===== src/rtl/cajero_multi_pkg.sv =====
// Shared types and constants for the cajero_multi ATM controller.
package cajero_multi_pkg;

  typedef enum logic [2:0] {
    StEsperaTarjeta,
    StRecibePin,
    StVerificaPin,
    StEsperaMonto,
    StCalcula,
    StTransaccion,
    StBloqueado
  } estado_e;

  localparam logic TransDeposito     = 1'b0;
  localparam logic TransRetiro       = 1'b1;
  localparam logic TarjetaLocal      = 1'b0;
  localparam logic TarjetaExtranjera = 1'b1;

endpackage


===== src/rtl/cajero_multi_if.sv =====
// Front-end bus of the ATM controller: card/keypad/cash requests in, results and balance out.
interface cajero_multi_if #(
  parameter int unsigned PIN_DIGITS = 4,
  parameter int unsigned MONTO_W    = 32,
  parameter int unsigned BAL_W      = 64
);
  logic                    tarjeta_recibida;
  logic                    tipo_de_tarjeta;
  logic [4*PIN_DIGITS-1:0] pin;
  logic [3:0]              digito;
  logic                    digito_stb;
  logic                    tipo_trans;
  logic [MONTO_W-1:0]      monto;
  logic                    monto_stb;

  logic                    entregar_dinero;
  logic                    fondos_insuficientes;
  logic                    pin_incorrecto;
  logic                    advertencia;
  logic                    bloqueo;
  logic                    balance_actualizado;
  logic                    comision;
  logic                    limite_excedido;
  logic [BAL_W-1:0]        balance;

  modport master (
    output tarjeta_recibida, tipo_de_tarjeta, pin, digito, digito_stb,
    output tipo_trans, monto, monto_stb,
    input  entregar_dinero, fondos_insuficientes, pin_incorrecto, advertencia, bloqueo,
    input  balance_actualizado, comision, limite_excedido, balance
  );

  modport slave (
    input  tarjeta_recibida, tipo_de_tarjeta, pin, digito, digito_stb,
    input  tipo_trans, monto, monto_stb,
    output entregar_dinero, fondos_insuficientes, pin_incorrecto, advertencia, bloqueo,
    output balance_actualizado, comision, limite_excedido, balance
  );
endinterface


===== src/rtl/cajero_multi_pin_shift.sv =====
// PIN digit collector: counts keypad strobes, shifts digits in MS-first, flags the last one.
module cajero_multi_pin_shift #(
  parameter int unsigned PIN_DIGITS = 4
) (
  input  logic                    clk_i,
  input  logic                    rst_ni,
  input  logic                    clr_i,
  input  logic                    en_i,
  input  logic [3:0]              digito_i,
  input  logic [4*PIN_DIGITS-1:0] pin_i,
  output logic                    done_o,
  output logic                    match_o
);

  localparam int unsigned CntW = $clog2(PIN_DIGITS + 1);
  localparam int unsigned PinW = 4 * PIN_DIGITS;

  logic [CntW-1:0] cnt_q;
  logic [PinW-1:0] shift_q;
  logic            done_q;

  always_ff @(posedge clk_i or negedge rst_ni) begin
    if (!rst_ni) begin
      cnt_q   <= '0;
      shift_q <= '0;
      done_q  <= 1'b0;
    end else if (clr_i) begin
      cnt_q   <= '0;
      shift_q <= '0;
      done_q  <= 1'b0;
    end else if (en_i) begin
      shift_q <= (shift_q << 4) | PinW'(digito_i);
      cnt_q   <= cnt_q + 1'b1;
      if (cnt_q == CntW'(PIN_DIGITS - 1)) begin
        done_q <= 1'b1;
      end
    end
  end

  assign done_o  = done_q;
  assign match_o = (shift_q == pin_i);

endmodule


===== src/rtl/cajero_multi.sv =====
// ATM controller: PIN entry with attempt lock-out, repeated deposits/withdrawals, foreign-card fee.
// Define LIMITE_RETIRO_EN to enable the per-session withdrawal cap (LIMITE_EXCEDIDO).
module cajero_multi
  import cajero_multi_pkg::*;
#(
  parameter int unsigned     PIN_DIGITS      = 4,
  parameter int unsigned     MONTO_W         = 32,
  parameter int unsigned     BAL_W           = 64,
  parameter longint unsigned BALANCE_INICIAL = 1000,
  parameter int unsigned     MAX_INTENTOS    = 3,
  parameter int unsigned     COMISION_FIJA   = 5
`ifdef LIMITE_RETIRO_EN
  ,
  parameter longint unsigned LIMITE_RETIRO   = 500
`endif
) (
  input logic           clk,
  input logic           reset,
  cajero_multi_if.slave bus
);

  localparam int unsigned IntW = $clog2(MAX_INTENTOS + 1);
  localparam int unsigned SumW = BAL_W + 1;

  estado_e            estado_q;
  logic               tipo_tarjeta_q;
  logic               tipo_trans_q;
  logic [MONTO_W-1:0] monto_q;
  logic [SumW-1:0]    suma_q;
  logic [BAL_W-1:0]   balance_q;
  logic [IntW-1:0]    intentos_q;
  logic [IntW-1:0]    intentos_sig;
  logic               entregar_q, fondos_q, pin_inc_q, adv_q, bloqueo_q;
  logic               actualizado_q, comision_q, limite_q;
  logic               pin_clr, pin_en, pin_done, pin_match;
  logic               limite_hit;

`ifdef LIMITE_RETIRO_EN
  logic [BAL_W-1:0] acum_q;
  assign limite_hit = ({1'b0, acum_q} + SumW'(monto_q)) > SumW'(LIMITE_RETIRO);
`else
  assign limite_hit = 1'b0;
`endif

  assign intentos_sig = intentos_q + 1'b1;
  assign pin_clr      = (estado_q != StRecibePin);
  assign pin_en       = (estado_q == StRecibePin) && bus.tarjeta_recibida && bus.digito_stb &&
                        !pin_done;

  cajero_multi_pin_shift #(
    .PIN_DIGITS(PIN_DIGITS)
  ) u_pin_shift (
    .clk_i   (clk),
    .rst_ni  (reset),
    .clr_i   (pin_clr),
    .en_i    (pin_en),
    .digito_i(bus.digito),
    .pin_i   (bus.pin),
    .done_o  (pin_done),
    .match_o (pin_match)
  );

  always_ff @(posedge clk or negedge reset) begin
    if (!reset) begin
      estado_q       <= StEsperaTarjeta;
      tipo_tarjeta_q <= TarjetaLocal;
      tipo_trans_q   <= TransDeposito;
      monto_q        <= '0;
      suma_q         <= '0;
      balance_q      <= BAL_W'(BALANCE_INICIAL);
      intentos_q     <= '0;
      entregar_q     <= 1'b0;
      fondos_q       <= 1'b0;
      pin_inc_q      <= 1'b0;
      adv_q          <= 1'b0;
      bloqueo_q      <= 1'b0;
      actualizado_q  <= 1'b0;
      comision_q     <= 1'b0;
      limite_q       <= 1'b0;
`ifdef LIMITE_RETIRO_EN
      acum_q         <= '0;
`endif
    end else begin
      entregar_q    <= 1'b0;
      fondos_q      <= 1'b0;
      pin_inc_q     <= 1'b0;
      actualizado_q <= 1'b0;
      comision_q    <= 1'b0;
      limite_q      <= 1'b0;
      // Card removal aborts any session step, including strobes in the same cycle.
      if (estado_q != StBloqueado && estado_q != StEsperaTarjeta && !bus.tarjeta_recibida) begin
        estado_q <= StEsperaTarjeta;
      end else begin
        case (estado_q)
          StEsperaTarjeta: begin
            if (bus.tarjeta_recibida) begin
              tipo_tarjeta_q <= bus.tipo_de_tarjeta;
              estado_q       <= StRecibePin;
`ifdef LIMITE_RETIRO_EN
              acum_q         <= '0;
`endif
            end
          end
          StRecibePin: begin
            if (pin_done) estado_q <= StVerificaPin;
          end
          StVerificaPin: begin
            if (pin_match) begin
              intentos_q <= '0;
              adv_q      <= 1'b0;
              estado_q   <= StEsperaMonto;
            end else begin
              pin_inc_q  <= 1'b1;
              intentos_q <= intentos_sig;
              if (intentos_sig == IntW'(MAX_INTENTOS)) begin
                bloqueo_q <= 1'b1;
                adv_q     <= 1'b0;
                estado_q  <= StBloqueado;
              end else begin
                if (intentos_sig == IntW'(MAX_INTENTOS - 1)) adv_q <= 1'b1;
                estado_q <= StRecibePin;
              end
            end
          end
          StEsperaMonto: begin
            if (bus.monto_stb) begin
              monto_q      <= bus.monto;
              tipo_trans_q <= bus.tipo_trans;
              estado_q     <= StCalcula;
            end
          end
          StCalcula: begin
            // Deposit: widened sum for saturation; withdrawal: amount plus fee.
            if (tipo_trans_q == TransDeposito) begin
              suma_q <= {1'b0, balance_q} + SumW'(monto_q);
            end else begin
              suma_q <= SumW'(monto_q) +
                        ((tipo_tarjeta_q == TarjetaExtranjera) ? SumW'(COMISION_FIJA) : '0);
            end
            estado_q <= StTransaccion;
          end
          StTransaccion: begin
            if (tipo_trans_q == TransRetiro) begin
              if (limite_hit) begin
                limite_q <= 1'b1;
              end else if (suma_q > {1'b0, balance_q}) begin
                fondos_q <= 1'b1;
              end else begin
                balance_q     <= balance_q - suma_q[BAL_W-1:0];
                entregar_q    <= 1'b1;
                actualizado_q <= 1'b1;
                comision_q    <= (tipo_tarjeta_q == TarjetaExtranjera) && (COMISION_FIJA != 0);
`ifdef LIMITE_RETIRO_EN
                acum_q        <= acum_q + BAL_W'(monto_q);
`endif
              end
            end else begin
              balance_q     <= suma_q[BAL_W] ? '1 : suma_q[BAL_W-1:0];
              actualizado_q <= 1'b1;
            end
            estado_q <= StEsperaMonto;
          end
          StBloqueado: estado_q <= StBloqueado;
          default:     estado_q <= StEsperaTarjeta;
        endcase
      end
    end
  end

  assign bus.entregar_dinero      = entregar_q;
  assign bus.fondos_insuficientes = fondos_q;
  assign bus.pin_incorrecto       = pin_inc_q;
  assign bus.advertencia          = adv_q;
  assign bus.bloqueo              = bloqueo_q;
  assign bus.balance_actualizado  = actualizado_q;
  assign bus.comision             = comision_q;
  assign bus.limite_excedido      = limite_q;
  assign bus.balance              = balance_q;

endmodule


===== src/flat_wrapper.sv =====
// flat-port wrapper written by rule: the top's interface ports become plain ports
module cajero_multi_flat import cajero_multi_pkg::*;
#(
  parameter int unsigned     PIN_DIGITS      = 4,
  parameter int unsigned     MONTO_W         = 32,
  parameter int unsigned     BAL_W           = 64,
  parameter longint unsigned BALANCE_INICIAL = 1000,
  parameter int unsigned     MAX_INTENTOS    = 3,
  parameter int unsigned     COMISION_FIJA   = 5

)
  (clk, reset, bus_tarjeta_recibida, bus_tipo_de_tarjeta, bus_pin, bus_digito, bus_digito_stb, bus_tipo_trans, bus_monto, bus_monto_stb, bus_entregar_dinero, bus_fondos_insuficientes, bus_pin_incorrecto, bus_advertencia, bus_bloqueo, bus_balance_actualizado, bus_comision, bus_limite_excedido, bus_balance);
  cajero_multi_if #(.PIN_DIGITS(PIN_DIGITS), .MONTO_W(MONTO_W), .BAL_W(BAL_W)) bus_i ();
  input logic clk;
  input logic reset;
  input wire logic [$bits(bus_i.tarjeta_recibida)-1:0] bus_tarjeta_recibida;
  input wire logic [$bits(bus_i.tipo_de_tarjeta)-1:0] bus_tipo_de_tarjeta;
  input wire logic [$bits(bus_i.pin)-1:0] bus_pin;
  input wire logic [$bits(bus_i.digito)-1:0] bus_digito;
  input wire logic [$bits(bus_i.digito_stb)-1:0] bus_digito_stb;
  input wire logic [$bits(bus_i.tipo_trans)-1:0] bus_tipo_trans;
  input wire logic [$bits(bus_i.monto)-1:0] bus_monto;
  input wire logic [$bits(bus_i.monto_stb)-1:0] bus_monto_stb;
  output wire logic [$bits(bus_i.entregar_dinero)-1:0] bus_entregar_dinero;
  output wire logic [$bits(bus_i.fondos_insuficientes)-1:0] bus_fondos_insuficientes;
  output wire logic [$bits(bus_i.pin_incorrecto)-1:0] bus_pin_incorrecto;
  output wire logic [$bits(bus_i.advertencia)-1:0] bus_advertencia;
  output wire logic [$bits(bus_i.bloqueo)-1:0] bus_bloqueo;
  output wire logic [$bits(bus_i.balance_actualizado)-1:0] bus_balance_actualizado;
  output wire logic [$bits(bus_i.comision)-1:0] bus_comision;
  output wire logic [$bits(bus_i.limite_excedido)-1:0] bus_limite_excedido;
  output wire logic [$bits(bus_i.balance)-1:0] bus_balance;
  assign bus_i.tarjeta_recibida = bus_tarjeta_recibida;
  assign bus_i.tipo_de_tarjeta = bus_tipo_de_tarjeta;
  assign bus_i.pin = bus_pin;
  assign bus_i.digito = bus_digito;
  assign bus_i.digito_stb = bus_digito_stb;
  assign bus_i.tipo_trans = bus_tipo_trans;
  assign bus_i.monto = bus_monto;
  assign bus_i.monto_stb = bus_monto_stb;
  assign bus_entregar_dinero = bus_i.entregar_dinero;
  assign bus_fondos_insuficientes = bus_i.fondos_insuficientes;
  assign bus_pin_incorrecto = bus_i.pin_incorrecto;
  assign bus_advertencia = bus_i.advertencia;
  assign bus_bloqueo = bus_i.bloqueo;
  assign bus_balance_actualizado = bus_i.balance_actualizado;
  assign bus_comision = bus_i.comision;
  assign bus_limite_excedido = bus_i.limite_excedido;
  assign bus_balance = bus_i.balance;
  cajero_multi #(.PIN_DIGITS(PIN_DIGITS), .MONTO_W(MONTO_W), .BAL_W(BAL_W), .BALANCE_INICIAL(BALANCE_INICIAL), .MAX_INTENTOS(MAX_INTENTOS), .COMISION_FIJA(COMISION_FIJA)) u_core (.clk(clk), .reset(reset), .bus(bus_i));
endmodule

===== config.mk =====
export PLATFORM = sky130hd
export DESIGN_NAME = cajero_multi_flat
export DESIGN_NICKNAME = d
export VERILOG_FILES = /design/src/rtl/cajero_multi_pkg.sv /design/src/rtl/cajero_multi_if.sv /design/src/rtl/cajero_multi_pin_shift.sv /design/src/rtl/cajero_multi.sv /design/src/flat_wrapper.sv
export SDC_FILE = /design/constraint.sdc
export NUM_CORES = 1
export LEC_CHECK = 0
export ABC_AREA = 1
export ABC_CLOCK_PERIOD_IN_PS = 2600
export BUFFER_PORTS_ARGS = -buffer_cell sky130_fd_sc_hd__buf_2
export CELL_PAD_IN_SITES_DETAIL_PLACEMENT = 0
export CELL_PAD_IN_SITES_GLOBAL_PLACEMENT = 1
export CORE_MARGIN = 1
export CORE_UTILIZATION = 44
export DETAILED_ROUTE_END_ITERATION = 7
export GPL_ROUTABILITY_DRIVEN = 1
export PLACE_DENSITY_LB_ADDON = 0.05
export SETUP_SLACK_MARGIN = 0.3
export SKIP_LAST_GASP = 1
export SLEW_MARGIN = 20
export SYNTH_ARGS = -nofsm -noshare
export SYNTH_HDL_FRONTEND = slang
export SYNTH_SLANG_ARGS = --single-unit
export TNS_END_PERCENT = 10

===== constraint.sdc =====
create_clock -name clk -period 2.6 [get_ports clk]
set_input_delay 0.39 -clock clk [delete_from_list [all_inputs] [get_ports clk]]
set_output_delay 0.39 -clock clk [all_outputs]
set_load 0.03 [all_outputs]

==> reports/summary.txt, run 1 <==
status -> complete, but fails checks
failing checks -> design-rule violations, negative setup slack
Clock Path Buffers -> 2
antenna fix cells -> 0
Reg-to-Reg End -> u_core.bus.balance[24]
clock-pin slew on the worst setup and hold paths -> 0.09 ns
Synth cell types -> 53
Hold Path Cell Cnt -> 3
commonest cells after routing, fill and taps aside -> nand2_1 (993), inv_1 (555), buf_4 (434)
nets -> 4116
MaxCap Viol Count -> 0
Hold Path End -> u_core.u_pin_shift.shift_q[3]
startpoint types -> register
pins over their slew limit -> 0
Core Footprint -> 45280 µm²
register area share after synthesis -> 24.22%
asr flop ratio synth -> 100.0%
vias in the first global route -> 23690
Min Clock Period, post-route -> 2.669 ns
PortBufs -> 129
Static Leak -> 14.19 nW
Synth Instances -> 3327
CP Data Required Time -> 2.99 ns
Final Hold Fails -> 0
CP endpoint kind -> register
Initial Utilization -> 44.56%
drt pass-1 iters -> 8
DIE WIDTH -> 216.1 µm
R2R Path Start -> u_core.bus.balance[26]
Detail Route Antenna Nets -> 0
DR iter-0 viols -> 2664
layout cells sized above 1 -> 26.70%
first-pass GRT wire length -> 145000 µm
Tcrit/Tclk final -> 102.7%
unrepaired setup endpoints after global routing -> yes
Clock Tree Root -> clkbuf_16
Tot Pwr -> 37.73 mW
RePlAce Congestion -> 1.069
synthesized net count -> 3553
via count -> 25130
post-synth top area share -> 23.44%
die span in y -> 216.1 µm
Clock Latency Late Sink -> 0.51 ns
utilization after layout -> 60.14%
Num CTS Buffers -> 17
CTS H-tree lvls -> 4
Peak VDD IR -> 0.0006603 V
Post-Synthesis Cell Area -> 20180 µm²
Routed WL -> 99870 µm
WP data arrival -> 3.06 ns
EDFF count, synth -> 0
Via density -> 5.580
Top FF cell, synth -> dfrtp_1
top cells by area, synth -> dfrtp_1 (23%), nand2_1 (20%), inv_1 (11%)
synthesis-to-layout area growth -> 34.97%
crit path kind -> register to register
full die area -> 46720 µm²
WL per Instance -> 22.18 µm
Fin Hold WS -> 0.09849 ns
GRT Total Usage -> 42.04%
largest net degree at the start of global routing -> 61
Setup-failing EPs final -> 49
grt ovf -> 0
fmax -> 374.6 MHz
register bit total from synthesis -> 195
worst slack at placement -> -0.1215 ns
row cnt -> 78
commonest non-fill, non-tap cell in the layout -> nand2_1
Synth Warn # -> 0
crit path max fanout -> 6
Least-Margin Pin Slew -> 0.8281 ns
CTS tree -> yes
power density over the cells -> 1385 nW/µm²
Hold Path Origin -> bus_digito[3]
Worst Setup Slack, final -> -0.06949 ns
Slew headroom -> 44.59%
leading area contributor after synthesis -> dfrtp_1
Avg Cell Area, Syn -> 6.065 µm²
Clock Sink Count -> 195
initial antenna violation count -> 2
r2r setup slk -> -0.07 ns
I/O pin total -> 131
Max Clock Skew -> 0.02528 ns
Hold Crit Class -> primary input to register
Worst R2R Path Depth -> 15
DRC Markers -> 2
detailed placement HPWL -> 79090 µm
[synthesized netlist by cell type, types with 2 or more instances]
cell type / number
a21o_1: 5
a21oi_1: 188
a22oi_1: 9
a31oi_1: 10
and2_1: 3
buf_1: 6
buf_2: 10
buf_6: 7
buf_8: 2
clkbuf_1: 29
dfrtp_1: 189
dfstp_2: 6
fa_1: 2
ha_1: 165
inv_1: 571
inv_2: 16
mux2_2: 22
nand2_1: 1082
nand2_2: 15
nand3_1: 194
nand3b_1: 20
nand4_1: 48
nor2_1: 333
nor2_2: 13
nor2_4: 3
nor3_1: 48
nor3_2: 2
nor4_1: 9
o211ai_1: 3
o21a_1: 5
o21ai_0: 150
o21ai_1: 10
o21ai_2: 20
o21bai_1: 9
o22ai_1: 37
o31ai_1: 2
o32ai_1: 2
or2_2: 12
xnor2_1: 29
xor2_1: 28
[cells by family after synthesis]
kind of cell	synth area share [%]
AOI/OAI and AO/OA	12.44
xor gates and xnor gates	2.474
adders and majority gates	10.43
buffers and inverters	12.40
DFF	24.22
muxes	1.228
other	0.01859
and+or+nand+nor	36.79
[worst max-delay path: stages, from the launching register on]
cell     delay [ns]
dfrtp_2        0.43
inv_1          0.09
ha_2           0.40
nand2_2        0.13
nor2_4         0.13
inv_2          0.05
nor2_2         0.13
inv_2          0.07
nor3_4         0.21
nand2_2        0.13
nand3_4        0.17
nand2_8        0.12
buf_12         0.21
buf_16         0.15
nand2_2        0.09
nand2_1        0.06
[power by group]
group / internal (mW) / switching, mW
clock network: 1.35 / 1.64
registers: 4.14 / 1.37
logic: 11.1 / 18.1
total: 16.6 / 21.1
[flip-flops by register name (all words and copies together) (netlist names)]
name,flops
u_core.bus.comision,1
u_core.bus.fondos_insuficientes,1
u_core.intentos_q,2
u_core.bus.balance,64
u_core.bus.pin_incorrecto,1
u_core.estado_q,3
u_core.tipo_tarjeta_q,1
u_core.u_pin_shift.cnt_q,3
u_core.suma_q,65
u_core.tipo_trans_q,1
u_core.u_pin_shift.done_o,1
u_core.bus.balance_actualizado,1
u_core.bus.entregar_dinero,1
u_core.monto_q,32
u_core.bus.bloqueo,1
u_core.bus.advertencia,1
u_core.u_pin_shift.shift_q,16
[timing repair]
item / in CTS / in global routing
resized for setup: 208 / 81
setup endpoints to repair: 127 / 127
endpoints found under the hold margin: 56 / 0
cloned: 4 / 5
pin swaps: 37 / 11
hold buffers: 1 / 0
setup buffers: 42 / 4
[how the worst max path moves through the flow]
stage	from	to	cells past startpoint
6_report	u_core.bus.balance[26]	u_core.bus.balance[24]	15
5_1_grt	u_core.bus.balance[26]	u_core.bus.balance[5]	16
4_1_cts	u_core.bus.balance[8]	u_core.bus.balance[4]	13
3_5_place_dp	u_core.bus.balance[43]	u_core.bus.balance[63]	17
3_3_place_gp	u_core.bus.balance[59]	u_core.bus.balance[2]	14
2_1_floorplan	u_core.bus.balance[6]	u_core.bus.balance[12]	13
[metal layers]
layer | global-route usage, % | vias to the layer above | wire length (µm)
li1 | - | 11610 | -
met1 | 58.18 | 11900 | 41770
met2 | 61.42 | 1415 | 41290
met3 | 11.73 | 198 | 12540
met4 | 16.64 | 0 | 4261
met5 | 0 | - | 0
[through the flow]
| stage | TNS, ns | instance area (µm²) | std cells |
|---|---|---|---|
| after floorplan | 0 | 20480 | 3327 |
| after global placement | -5.811 | 24840 | 4415 |
| after detailed placement | -4.623 | 24840 | 4415 |
| after CTS | 0 | 26780 | 4494 |
| after global routing | -10.09 | 27230 | 4503 |
| final | -1.534 | 27230 | 4503 |
[layout make-up]
class	count	area (µm²)
Fill cell	4428	18050
Multi-Input combinational cell	2490	14040
Sequential cell	195	4964
Timing Repair Buffer	599	4631
Inverter	587	2213
Tap cell	600	750.7
Clock buffer	17	425.4
Clock inverter	15	211.5
Power figures use the tool's default switching activity.
==> run 2: changes to the inputs <==
--- a/config.mk
+++ b/config.mk
@@ -7,7 +7,7 @@
 export LEC_CHECK = 0
 export ABC_AREA = 1
 export ABC_CLOCK_PERIOD_IN_PS = 2600
-export BUFFER_PORTS_ARGS = -buffer_cell sky130_fd_sc_hd__buf_2
+export BUFFER_PORTS_ARGS = -buffer_cell sky130_fd_sc_hd__buf_4
 export CELL_PAD_IN_SITES_DETAIL_PLACEMENT = 0
 export CELL_PAD_IN_SITES_GLOBAL_PLACEMENT = 1
 export CORE_MARGIN = 1
@@ -15,7 +15,7 @@
 export DETAILED_ROUTE_END_ITERATION = 7
 export GPL_ROUTABILITY_DRIVEN = 1
 export PLACE_DENSITY_LB_ADDON = 0.05
-export SETUP_SLACK_MARGIN = 0.3
+export SETUP_SLACK_MARGIN = 0.4
 export SKIP_LAST_GASP = 1
 export SLEW_MARGIN = 20
 export SYNTH_ARGS = -nofsm -noshare
==> run 2 against run 1 <==
Against the previous run:
- the flow now finishes without violations
- via count fell by 0.58%
- fmax increased by 3.8%
- clock power decreased by 6.7%
- power rose by 1.0%
- non-clock buffer count is 8 higher
- clock skew down 0.0057 ns
- critical path type unchanged
- hold slack worse by 0.0012 ns
- sequential power barely moved
==> reports/summary.txt, run 2 (same netlist as run 1, synthesis figures left out) <==
status -> finished, final reports clean
Fin Hold WS -> 0.09732 ns (-0.001169 ns)
DR iter-0 viols -> 2433 (-8.7%)
layout cells sized above 1 -> 28.48% (+1.8 points)
Clock Tree Root -> clkbuf_16
Final Hold Fails -> 0 (unchanged)
commonest non-fill, non-tap cell in the layout -> nand2_1
Peak VDD IR -> 0.0007698 V (+17%)
Max Clock Skew -> 0.01954 ns (-0.005741 ns)
Detail Route Antenna Nets -> 0 (unchanged)
CTS tree -> yes
WP data arrival -> 2.96 ns (-0.10 ns)
Fill cells -> 4430 (+0.045%)
I/O pin total -> 131 (unchanged)
dpl cells -> 4454 (+0.88%)
unrepaired setup endpoints after global routing -> yes
GRT Total Usage -> 42.18% (+0.14 points)
Clock Path Buffers -> 2 (unchanged)
CTS H-tree lvls -> 4 (unchanged)
Net Sw Frac -> 55.52% (-0.37 points)
fmax -> 388.9 MHz (+3.8%)
final instance area -> 27620 µm² (+1.4%)
antenna fix cells -> 0 (unchanged)
Logic pwr share -> 78.2% (+0.8 points)
synthesis-to-layout area growth -> 36.87%
commonest cells after routing, fill and taps aside -> nand2_1 (1002), buf_4 (585), inv_1 (558)
RePlAce Congestion -> 1.096 (+2.5%)
Clock Latency Late Sink -> 0.51 ns (about the same)
Worst Setup Slack, final -> 0.02853 ns (+0.09803 ns)
Seq pwr share -> 14.4% (-0.2 points)
Tcrit/Tclk final -> 98.90% (-3.8 points)
max reg flops -> 65 (unchanged)
Routed WL -> 99310 µm (-0.56%)
startpoint types -> register
Internal -> 16.96 mW (+1.9%)
Placed Area -> 25440 µm² (+2.4%)
die span in y -> 216.1 µm (unchanged)
Post-Layout Cell Count -> 4511 (+0.18%)
utilization after layout -> 60.99% (+0.85 points)
DRC Markers -> 0 (-2)
Setup-failing EPs final -> 0 (-100%)
full die area -> 46720 µm² (unchanged)
pins over their slew limit -> 0 (unchanged)
via count -> 24980 (-0.58%)
Psw -> 21.16 mW (+0.36%)
Clock power frac -> 7.4% (-0.5 points)
crit path max fanout -> 4 (-2)
Least-Margin Pin Slew -> 0.8190 ns (-0.009040 ns)
CP endpoint kind -> register
row cnt -> 78 (unchanged)
Tot Pwr -> 38.12 mW (+1.0%)
setup tns final -> 0 ns (+1.534 ns)
Num CTS Buffers -> 17 (unchanged)
WL per Instance -> 22.02 µm (-0.73%)
nets -> 4124 (+0.19%)
crit path kind -> register to register
initial antenna violation count -> 1 (-1)
PortBufs -> 129 (unchanged)
Min Clock Period, post-route -> 2.571 ns (-0.09803 ns)
DIE WIDTH -> 216.1 µm (unchanged)
largest net degree at the start of global routing -> 55 (-9.8%)
Static Leak -> 14.20 nW (about the same)
first-pass GRT wire length -> 145100 µm (about the same)
Via density -> 5.538 (-0.75%)
drt pass-1 iters -> 6 (-2)
clock-pin slew on the worst setup and hold paths -> 0.09 ns (about the same)
Hold Crit Class -> primary input to register
Most flops, register -> u_core.suma_q
grt ovf -> 0 (unchanged)
worst slack at placement -> -0.1640 ns (-0.04249 ns)
Clock Sink Count -> 195 (unchanged)
vias in the first global route -> 23500 (-0.79%)
Initial Utilization -> 44.56% (unchanged)
Slew headroom -> 44.82% (+0.23 points)
power density over the cells -> 1380 nW/µm² (-0.36%)
detailed placement HPWL -> 81120 µm (+2.6%)
MaxCap Viol Count -> 0 (unchanged)
CP Data Required Time -> 2.99 ns (about the same)
Core Footprint -> 45280 µm² (unchanged)
==> run 2: power by group through the flow <==
stage                     registers [mW]  logic, mW  clock network, mW
after global routing                5.53       31.9               2.94
after detailed placement            5.34       26.4                  0
after global placement              5.31       26.2                  0
after floorplan                     5.94       13.5                  0
after CTS                           5.36       27.8               2.83
final                               5.49       29.8               2.80
==> run 2: metal layers <==
layer	vias up	global-route usage [%]	wire (µm)	part of all wire (%)
li1	11640	-	-	-
met1	11760	58.08	42530	43
met2	1356	61.41	40560	41
met3	217	12.03	11370	11
met4	4	17.44	4755	4.8
met5	-	0	93	0.094
==> run 2: timing repair <==
item / CTS / global route
gates resized for setup: 192 / 162
cloned: 1 / 0
pin swaps: 27 / 29
setup endpoints to repair: 127 / 132
buffers inserted: 13 / 10
hold endpoints to repair: 49 / 0
hold buffers: 1 / 0
==> run 2: final cells by class <==
class / count / area, µm² / share of cell area (%)
clock buffers: 18 / 439.2 / 1.590
clock inverters: 14 / 150.1 / 0.5437
inverters: 587 / 2213 / 8.015
multi-input cells: 2490 / 14340 / 51.93
flip-flops and latches: 195 / 4967 / 17.99
well taps: 600 / 750.7 / 2.718
repair buffers: 607 / 4756 / 17.22
==> run 2: worst max-delay path, cell delays in order (launching register included) <==
cell and delay [ns]:
dfstp_2 0.60, inv_2 0.06, ha_4 0.26, nand2_4 0.10, inv_1 0.06, a21oi_2 0.19, nand2_2 0.14, nand3_1 0.10
nand3b_1 0.19, buf_4 0.20, xnor2_1 0.14, nand2_1 0.15, o21ai_0 0.16, o21ai_2 0.09
==> run 2: worst paths after layout <==
kind | start | endpoint | slack (ns) | cells after the start
setup / recovery | u_core.bus.balance[5] | u_core.bus.balance[23] | 0.03 | 13
hold / removal | bus_digito[3] | u_core.u_pin_shift.shift_q[3] | 0.1 | 3
setup reg to reg | u_core.bus.balance[5] | u_core.bus.balance[23] | 0.03 | 13
hold reg to reg | u_core.u_pin_shift.cnt_q[0] | u_core.u_pin_shift.cnt_q[0] | 0.49 | 1
max in group asynchronous | reset | u_core.bus.balance[7] | 1.30 | 3
min in group asynchronous | reset | u_core.bus.balance[56] | 0.43 | 2
